### src/rtl/add3_seq_datapath_if.sv
// ============================================================================
// Module      : add3_seq_datapath_if
// Description : Start/done handshake and operand/result bus for add3_seq_datapath.
// Revision    : 1.0 - initial release
// ============================================================================
`default_nettype none

interface add3_seq_datapath_if #(
    parameter int WIDTH = 6
);
    logic             start;
    logic [WIDTH-1:0] a;
    logic [WIDTH-1:0] b;
    logic [WIDTH-1:0] c;
    logic             use_c;
    logic             acc;
    logic             ready;
    logic             done;
    logic [WIDTH+1:0] result;
    logic             ovf;

    modport master (
        output start, a, b, c, use_c, acc,
        input  ready, done, result, ovf
    );

    modport slave (
        input  start, a, b, c, use_c, acc,
        output ready, done, result, ovf
    );
endinterface

`default_nettype wire

### src/rtl/add3_seq_datapath.sv
// ============================================================================
// Module      : add3_seq_datapath
// Description : FSM-controlled A + B + (C | OFFSET) adder, one adder reused
//               over two cycles, with accumulate mode and optional saturation.
// Revision    : 1.0 - initial release
// ============================================================================
`default_nettype none

module add3_seq_datapath #(
    parameter int          WIDTH  = 6,
    parameter int unsigned OFFSET = 3,
    parameter int          SAT    = 0
) (
    input  wire logic             CLK,
    input  wire logic             RST_N,
    add3_seq_datapath_if.slave    bus
);
    localparam logic [1:0] c_IDLE = 2'd0;
    localparam logic [1:0] c_ADD1 = 2'd1;
    localparam logic [1:0] c_ADD2 = 2'd2;
    localparam logic [1:0] c_OUT  = 2'd3;

    localparam logic [WIDTH-1:0] c_OFFSET = OFFSET[WIDTH-1:0];
    localparam logic [WIDTH+1:0] c_MAX    = {2'b00, {WIDTH{1'b1}}};

    logic [1:0]       r_state;
    logic [WIDTH-1:0] r_op_a;
    logic [WIDTH-1:0] r_op_b;
    logic [WIDTH-1:0] r_op_c;
    logic [WIDTH:0]   r_x;
    logic [WIDTH+1:0] r_y;
    logic [WIDTH+1:0] r_result;
    logic             r_ovf;
    logic             r_done;
    logic             w_ovf;

    // Anything above the low WIDTH bits means the sum exceeded 2^WIDTH-1.
    assign w_ovf = |r_y[WIDTH+1:WIDTH];

    always_ff @(posedge CLK or negedge RST_N) begin
        if (!RST_N) begin
            r_state  <= c_IDLE;
            r_op_a   <= '0;
            r_op_b   <= '0;
            r_op_c   <= '0;
            r_x      <= '0;
            r_y      <= '0;
            r_result <= '0;
            r_ovf    <= 1'b0;
            r_done   <= 1'b0;
        end else begin
            r_done <= 1'b0;
            case (r_state)
                c_IDLE: begin
                    if (bus.start) begin
                        r_op_a  <= bus.acc ? r_result[WIDTH-1:0] : bus.a;
                        r_op_b  <= bus.b;
                        r_op_c  <= bus.use_c ? bus.c : c_OFFSET;
                        r_state <= c_ADD1;
                    end
                end
                c_ADD1: begin
                    r_x     <= {1'b0, r_op_a} + {1'b0, r_op_b};
                    r_state <= c_ADD2;
                end
                c_ADD2: begin
                    r_y     <= {1'b0, r_x} + {2'b00, r_op_c};
                    r_state <= c_OUT;
                end
                c_OUT: begin
                    r_ovf    <= w_ovf;
                    r_result <= ((SAT != 0) && w_ovf) ? c_MAX : r_y;
                    r_done   <= 1'b1;
                    r_state  <= c_IDLE;
                end
                default: r_state <= c_IDLE;
            endcase
        end
    end

    assign bus.ready  = (r_state == c_IDLE);
    assign bus.done   = r_done;
    assign bus.result = r_result;
    assign bus.ovf    = r_ovf;
endmodule

`default_nettype wire

### src/flat_wrapper.sv
// flat-port wrapper written by rule: the top's interface ports become plain ports
module add3_seq_datapath_flat 
#(
    parameter int          WIDTH  = 6,
    parameter int unsigned OFFSET = 3,
    parameter int          SAT    = 0
)
  (CLK, RST_N, bus_start, bus_a, bus_b, bus_c, bus_use_c, bus_acc, bus_ready, bus_done, bus_result, bus_ovf);
  add3_seq_datapath_if #(.WIDTH(WIDTH)) bus_i ();
  input  wire logic CLK;
  input  wire logic RST_N;
  input wire logic [$bits(bus_i.start)-1:0] bus_start;
  input wire logic [$bits(bus_i.a)-1:0] bus_a;
  input wire logic [$bits(bus_i.b)-1:0] bus_b;
  input wire logic [$bits(bus_i.c)-1:0] bus_c;
  input wire logic [$bits(bus_i.use_c)-1:0] bus_use_c;
  input wire logic [$bits(bus_i.acc)-1:0] bus_acc;
  output wire logic [$bits(bus_i.ready)-1:0] bus_ready;
  output wire logic [$bits(bus_i.done)-1:0] bus_done;
  output wire logic [$bits(bus_i.result)-1:0] bus_result;
  output wire logic [$bits(bus_i.ovf)-1:0] bus_ovf;
  assign bus_i.start = bus_start;
  assign bus_i.a = bus_a;
  assign bus_i.b = bus_b;
  assign bus_i.c = bus_c;
  assign bus_i.use_c = bus_use_c;
  assign bus_i.acc = bus_acc;
  assign bus_ready = bus_i.ready;
  assign bus_done = bus_i.done;
  assign bus_result = bus_i.result;
  assign bus_ovf = bus_i.ovf;
  add3_seq_datapath #(.WIDTH(WIDTH), .OFFSET(OFFSET), .SAT(SAT)) u_core (.CLK(CLK), .RST_N(RST_N), .bus(bus_i));
endmodule
### config.mk
export PLATFORM = sky130hd
export DESIGN_NAME = add3_seq_datapath_flat
export DESIGN_NICKNAME = d
export VERILOG_FILES = /design/src/rtl/add3_seq_datapath_if.sv /design/src/rtl/add3_seq_datapath.sv /design/src/flat_wrapper.sv
export SDC_FILE = /design/constraint.sdc
export NUM_CORES = 1
export LEC_CHECK = 0
export CORE_ASPECT_RATIO = 0.75
export CORE_MARGIN = 3
export CORE_UTILIZATION = 49
export DETAILED_ROUTE_END_ITERATION = 10
export MAX_ROUTING_LAYER = met4
export PLACE_DENSITY = 0.75
export REMOVE_ABC_BUFFERS = 1
export SLEW_MARGIN = 20
export SYNTH_ARGS = -nofsm -noshare
export SYNTH_HDL_FRONTEND = slang
export SYNTH_SLANG_ARGS = --single-unit
### constraint.sdc
create_clock -name CLK -period 2.32 [get_ports CLK]
set_input_delay 0.348 -clock CLK [delete_from_list [all_inputs] [get_ports CLK]]
set_output_delay 0.348 -clock CLK [all_outputs]
set_load 0.02 [all_outputs]
== Word level (Yosys, flattened, before mapping) ==
Cells that the tools add are included.

* Bits in registers: 45
* Word-level logic and storage cells: 23
* Output and inout bits: 11
* Input port bits: 23

* Mux-type cells: 5
* Equal/unequal tests: 4
* $add $sub $neg: 2
* Reduce and logical (&&, ||, !) cells: 3

{| class="wikitable"
|+ Operators with widths
! kind !! count
|-
| 2-to-1 mux 6 bit || 2
|-
| adder 7 x 6 -> 8 bit || 1
|-
| one-hot mux 2 bit (4 select lines) || 1
|-
| adder 6 x 6 -> 7 bit || 1
|-
| equality test 2 bit (second input constant) || 2
|-
| equality test 2 x 1 -> 1 bit (second input constant) || 1
|-
| logical NOT 2 bit || 1
|-
| 2-to-1 mux 2 bit || 1
|-
| != test 2 bit (second input constant) || 1
|-
| AND reduction 2 bit || 1
|-
| OR reduction 2 bit || 1
|-
| 2-to-1 mux 1 bit || 1
|}

== Longest topological paths before layout ==
Gate-level depths: netlist of run 1.

* Word-level depth: 2
* Depth in mapped cells: 7
* Gate-level depth less buffers: 7

== Least setup slack after synthesis of run 1 ==
OpenSTA, ideal clock, no wires.

* Kind: register to register
* Start point: register u_core.r_op_b[0]
* End point: register u_core.r_x[4]
* Setup slack: 506 ps
* Required time: 2,195 ps
* Arrival time: 1,689 ps
* Cell stages (with the launch flop): 7
* Path buffers: 0
* Setup time: 125 ps
* Cell sequence: dfrtp_1 -> ha_1 -> fa_1 -> a21o_1 -> a21o_1 -> xnor2_1 -> mux2_2

* Cells in the longest elaborated chain, start to end: 1

{| class="wikitable"
|+ Ends and longest elaborated chain
! item !! RTL line !! text
|-
| start: declaration || add3_seq_datapath.sv:28 || <nowiki>logic [WIDTH-1:0] r_op_b;</nowiki>
|-
| start signal: assignment || add3_seq_datapath.sv:57 || <nowiki>r_op_b <= bus.b;</nowiki>
|-
| adder 6 x 6 -> 7 bit || add3_seq_datapath.sv:63 || <nowiki>r_x <= {1'b0, r_op_a} + {1'b0, r_op_b};</nowiki>
|-
| end signal: assignment || add3_seq_datapath.sv:63 ||
|-
| end: declaration || add3_seq_datapath.sv:30 || <nowiki>logic [WIDTH:0] r_x;</nowiki>
|}

No other way between the ends.
A chain may end at the register's enable or synchronous reset.

== Worst setup path after layout of run 1 ==
* Start point: register u_core.r_state[0]
* End point: output bus_ready

* Cells in the longest elaborated chain, start to end: 1

{| class="wikitable"
|+ Ends and longest elaborated chain
! item !! RTL line !! text
|-
| start: declaration || add3_seq_datapath.sv:26 || <nowiki>logic [1:0] r_state;</nowiki>
|-
| start signal: assignment || add3_seq_datapath.sv:42 || <nowiki>r_state <= c_IDLE;</nowiki>
|-
| start signal: assignment || add3_seq_datapath.sv:68 || <nowiki>r_state <= c_OUT;</nowiki>
|-
| start signal: assignment || add3_seq_datapath.sv:74 || <nowiki>r_state <= c_IDLE;</nowiki>
|-
| logical NOT 2 bit || add3_seq_datapath.sv:81 || <nowiki>assign bus.ready = (r_state == c_IDLE);</nowiki>
|-
| end: declaration || flat_wrapper.sv:18 || <nowiki>output wire logic [$bits(bus_i.ready)-1:0] bus_ready;</nowiki>
|}

No other way between the ends.

==> impl_metrics.yaml, run 1 <==
logic_synthesis:
  async_reset_ff_share_pct: 100
  syn_inst: 207
  synth-edff-count: 0
  syn-cell-area_sq_um: 2280
  synthFlopType: "dfrtp_1"
  synth.distinct_cells: 33
  yosysSeqAreaShare_pct: 49.5
  synth.avg_cell_area_sq_um: 11.0
  synth_warnings: 0
  synth-seq-cells: 45
die:
  core_sq_um: 4250
  ioPinCount: 34
  fp-row-count: 20
  initial_core_util_pct: 53.5
  die_area_sq_um: 5510
  die_h_um: 65.0
  die_width_um: 84.7
route:
  via_count: 1621
  ant_nets: 0
  route.detailed.drc: 0
  drtPass1Iterations: 4
  wl_per_cell_um: 15.1
  wl_mm: 4.51
  drt_iter0_drc: 88
  avgViaCountPerCell: 5.42
clock_network:
  cts.sinks: 45
  clk_pin_slew_ns: 0.08
  clock_path_buffers: 2
  clockRootBuffer: "clkbuf_8"
  htreeDepth: 2
  tritoncts: "built"
  clkLatencyLatePin_ns: 0.29
  cts_buffers: 5
  cts_resized: 0
global_routing:
  grt_max_degree: 31
  grtUsageMet2_pct: 29.3
  use_met1_pct: 25.9
  grt_usage_pct: 18.9
  antenna_found_initial: 0
  top_usage_layer: "met2"
  grt_pass1_wl_mm: 7.91
  grt_pass1_vias: 1641
  grt-ovfl-total: 0
  met3_usage_pct: 4.07
outcome:
  status: "completed"
placed_design:
  post-dp-hpwl_mm: 3.38
  io_buffers: 33
  routabilityCongestion: 0.882
sta:
  finalMaxSlewViolations: 0
  tightestPinTransition_ns: 0.590
  slew_headroom_pct: 60.7
  hold_slack_ns: 0.488
  grt_setup_unrepaired: "no"
  hold_viol_final: 0
  fin_setup_tns_ns: 0
  final-setup-viol-count: 0
  period_share_pct: 87.6
  fmax_mhz: 492
  fin_skew_ns: 0.00674
  period_needed_ns: 2.03
hold_path:
  worstHoldPathType: "input port to asynchronous set/reset pin"
worst_setup_path:
  path_delay_family: "buffers and inverters"
  crit_path_end_kind: "output pin"
  cp_max_fo: 5
  cp_data_required_time_ns: 1.97
  crit_path_top_delay_cell: "clkdlybuf4s50_1"
  crit_buf_inv: 2
  critical_path.max_stage_delay_ns: 0.63
  start_kind: "flip-flop"
  path_cells: "inv_1 -> ha_1 -> clkdlybuf4s50_1"
  crit_type: "flip-flop to output pin"
  cp.arrival_ns: 1.68
final_layout:
  area_growth_pct: 20.6
  antenna_cells: 0
  layout-drive-gt1-share_pct: 11.9
  nNetsFinal: 284
power:
  leakagePower_nw: 1.23
  p_per_area_nw_per_um2: 1460
  peakVddDrop_v: 0.000713
job:
  cap_violations: 0
## path summary, 6_finish.rpt
path | startpoint | end | slack [ns] | cells after the start
max in group asynchronous | RST_N | u_core.bus.result[2] | 1.28 | 3
worst max register to register | u_core.r_op_b[0] | u_core.r_x[4] | 0.39 | 6
min in group CLK | u_core.r_op_a[0] | u_core.r_op_a[0] | 0.49 | 2
worst min-delay path | RST_N | u_core.r_op_a[4] | 0.49 | 2
worst min register to register | u_core.r_op_a[0] | u_core.r_op_a[0] | 0.49 | 2
worst max-delay path | u_core.r_state[0] | bus_ready | 0.29 | 3
## through the flow
stage	area [sq um]	utilization (%)	power [W]	worst slack, ns	instances
detailed placement	2660	62.4	0.00357	0.411	290
global route	2750	64.6	0.00439	0.190	299
finish	2750	64.6	0.00401	0.289	299
floorplan	2240	-	0.00292	0.506	199
CTS	2750	64.6	0.00405	0.275	299
global placement	2660	62.4	0.00350	0.462	290
## sequential cells by signal, indices dropped and copies added, names as in the netlist
register           count
u_core.bus.ovf         1
u_core.r_op_a          6
u_core.r_op_b          6
u_core.r_x             7
u_core.bus.result      8
u_core.bus.done        1
u_core.r_y             8
u_core.r_op_c          6
u_core.r_state         2
## per-layer routing
metal,vias up,wire (um)
li1,798,-
met1,787,2280
met2,34,2000
met3,2,202
met4,0,17
met5,-,0
## placed cells by master (no fill, tap or decap), drive strengths merged, types with 4 or more instances in the layout
cell	instances
a21o	4
nor2	13
o21ai	20
clkdlybuf4s50	32
a31oi	4
dfrtp	45
clkbuf	8
inv	11
mux2i	8
mux2	19
ha	16
nand2	21
a21oi	7
buf	4
a211oi	4
## what timing repair did
item / 4_1_cts / 5_1_grt
setup buffers: 0 / 0
hold buffers: 1 / 0
endpoints found under the hold margin: 13 / 0
setup endpoints to repair: 0 / 0
## Yosys cell counts (4+ instances only)
library cell	count	area [sq um]
a21o_1	4	30.0
a21oi_1	7	35.0
a31oi_1	4	25.0
clkbuf_1	7	26.3
dfrtp_1	45	1130
ha_1	16	200
inv_1	11	41.3
mux2_2	19	214
mux2i_1	8	80.1
nand2_1	21	78.8
nor2_1	13	48.8
o21ai_0	19	95.1
## kinds of logic after synthesis
group / synth area share [%]
compound gates: 13.3
flops: 49.5
simple gates: 9.18
mux: 12.9
xor+xnor: 1.15
fa+ha+maj: 10.5
buf+inv: 3.46
## area by class of cell
cell class,count,area [sq um]
Fill cell,349,1510
Sequential cell,45,1130
Multi-Input combinational cell,143,1070
Timing Repair Buffer,37,358
Clock buffer,8,80.1
Tap cell,55,68.8
Inverter,11,41.3
## power by group
| group | internal (W) | switching [W] |
|---|---|---|
| sequential | 0.00118 | 0.000260 |
| clock | 0.000214 | 0.000252 |
| combinational | 0.00104 | 0.00106 |
| total | 0.00244 | 0.00157 |
Note: power is estimated with default switching activity, not from simulation.
==> run 2, diff against run 1 <==
--- a/config.mk
+++ b/config.mk
@@ -5,12 +5,14 @@
 export SDC_FILE = /design/constraint.sdc
 export NUM_CORES = 1
 export LEC_CHECK = 0
+export CELL_PAD_IN_SITES_DETAIL_PLACEMENT = 1
+export CELL_PAD_IN_SITES_GLOBAL_PLACEMENT = 2
 export CORE_ASPECT_RATIO = 0.75
 export CORE_MARGIN = 3
-export CORE_UTILIZATION = 49
+export CORE_UTILIZATION = 35
 export DETAILED_ROUTE_END_ITERATION = 10
 export MAX_ROUTING_LAYER = met4
-export PLACE_DENSITY = 0.75
+export PLACE_DENSITY = 0.81
 export REMOVE_ABC_BUFFERS = 1
 export SLEW_MARGIN = 20
 export SYNTH_ARGS = -nofsm -noshare
==> impl_metrics.yaml, run 2 (synthesized netlist as in run 1, its figures left out) <==
placed_design:
  io_buffers: 33
  post-dp-hpwl_mm: 3.63
  dp_cells: 312
  routabilityCongestion: 0.744
  dpl_worst_slack_ns: 0.405
route:
  ant_nets: 0
  drt_iter0_drc: 45
  wl_per_cell_um: 15.2
  avgViaCountPerCell: 5.03
  via_count: 1610
  route.detailed.drc: 0
  drtPass1Iterations: 4
  wl_mm: 4.88
sta:
  period_share_pct: 87.4
  fin_setup_tns_ns: 0
  final-setup-viol-count: 0
  fin_skew_ns: 0.00571
  finalMaxSlewViolations: 0
  setup_ws_ns: 0.293
  hold_slack_ns: 0.130
  period_needed_ns: 2.03
  fmax_mhz: 493
  slew_headroom_pct: 59.2
  grt_setup_unrepaired: "no"
  tightestPinTransition_ns: 0.613
  hold_viol_final: 0
global_routing:
  grt_usage_pct: 14.8
  grt_pass1_vias: 1671
  grt_pass1_wl_mm: 8.29
  antenna_found_initial: 0
  grt_max_degree: 46
  grt-ovfl-total: 0
die:
  die_area_sq_um: 7520
  die_width_um: 99.1
  initial_core_util_pct: 37.5
  ioPinCount: 34
  die_h_um: 75.9
  core_sq_um: 6070
  fp-row-count: 24
power:
  power_frac_seq_pct: 35.6
  switchingPower_w: 0.00159
  internal-power_w: 0.00244
  clockPowerShare_pct: 11.4
  p_per_area_nw_per_um2: 1460
  pwr-share-comb_pct: 52.9
  swShare_pct: 39.5
  leakagePower_nw: 1.22
  peakVddDrop_v: 0.000565
final_layout:
  final_common_cell: "dfrtp_1"
  nNetsFinal: 282
  antenna_cells: 0
  area_growth_pct: 21.1
  postLayoutCoreUtil_pct: 45.5
  layout-drive-gt1-share_pct: 11.6
  mostFrequentLayoutCells: "45 x dfrtp_1, 32 x clkdlybuf4s50_1, 21 x nand2_1"
  final_cells: 320
worst_setup_path:
  start_kind: "flip-flop"
  crit_type: "flip-flop to output pin"
  crit_path_top_delay_cell: "clkdlybuf4s50_1"
  crit_path_end_kind: "output pin"
  cp_max_fo: 5
  cp.arrival_ns: 1.68
  path_cells: "inv_1 -> ha_1 -> clkdlybuf4s50_1"
  critical_path.max_stage_delay_ns: 0.63
  cp_data_required_time_ns: 1.97
clock_network:
  tritoncts: "built"
  cts_buffers: 5
  cts_hold_buf: 0
  cts.sinks: 45
  clkLatencyLatePin_ns: 0.29
  clockRootBuffer: "clkbuf_8"
  clk_pin_slew_ns: 0.08
  cts_resized: 0
  htreeDepth: 2
  clock_path_buffers: 2
  cts_setup_buffers: 0
hold_path:
  worstHoldPathType: "input port to asynchronous set/reset pin"
job:
  cap_violations: 0
outcome:
  status: "completed"
## run 2: path summary, 6_finish.rpt
check / start / to / slack [ns] / cells past startpoint
setup / recovery: u_core.r_state[1] / bus_ready / 0.29 / 3
hold / removal: RST_N / u_core.r_op_a[4] / 0.13 / 2
setup reg to reg: u_core.r_op_b[0] / u_core.r_x[4] / 0.39 / 6
hold reg to reg: u_core.r_op_c[0] / u_core.r_op_c[0] / 0.50 / 2
max in group asynchronous: RST_N / u_core.r_state[0] / 1.79 / 2
min in group CLK: u_core.r_op_c[0] / u_core.r_op_c[0] / 0.50 / 2
## run 2: layout make-up
class                   count  area [sq um]
well taps                  78          97.6
flip-flops and latches     45          1130
clock buffers               8          80.1
fillers                   666          3310
inverters                  11          41.3
repair buffers             35           340
multi-input cells         143          1070
## run 2: worst max-delay path: cells and delay by family, from the launching register on
kind | cells | cell delay (ns)
adder cells (fa/ha/maj) | 1 | 0.25
buffers and inverters | 2 | 0.74
flip-flops | 1 | 0.40
## run 2: power by group through the flow
| stage | clock network, W | logic (W) | registers [W] |
|---|---|---|---|
| floorplan | 0 | 0.00144 | 0.00148 |
| global placement | 0 | 0.00212 | 0.00145 |
| detailed placement | 0 | 0.00215 | 0.00146 |
| CTS | 0.000489 | 0.00216 | 0.00145 |
| global route | 0.000520 | 0.00242 | 0.00150 |
| finish | 0.000460 | 0.00213 | 0.00144 |
## run 2: routing by layer
layer	global-route usage, %	share of wire, %	vias up
met5	-	0	-
met4	2.73	0.27	0
met3	3.48	3.8	2
met2	21.7	41	30
met1	21.0	54	787
li1	-	-	791
## run 2: stage by stage
step,area [sq um],power (W)
after CTS,2760,0.00410
after global placement,2680,0.00357
after global routing,2760,0.00444
after floorplan,2240,0.00292
after detailed placement,2680,0.00361
final,2760,0.00403
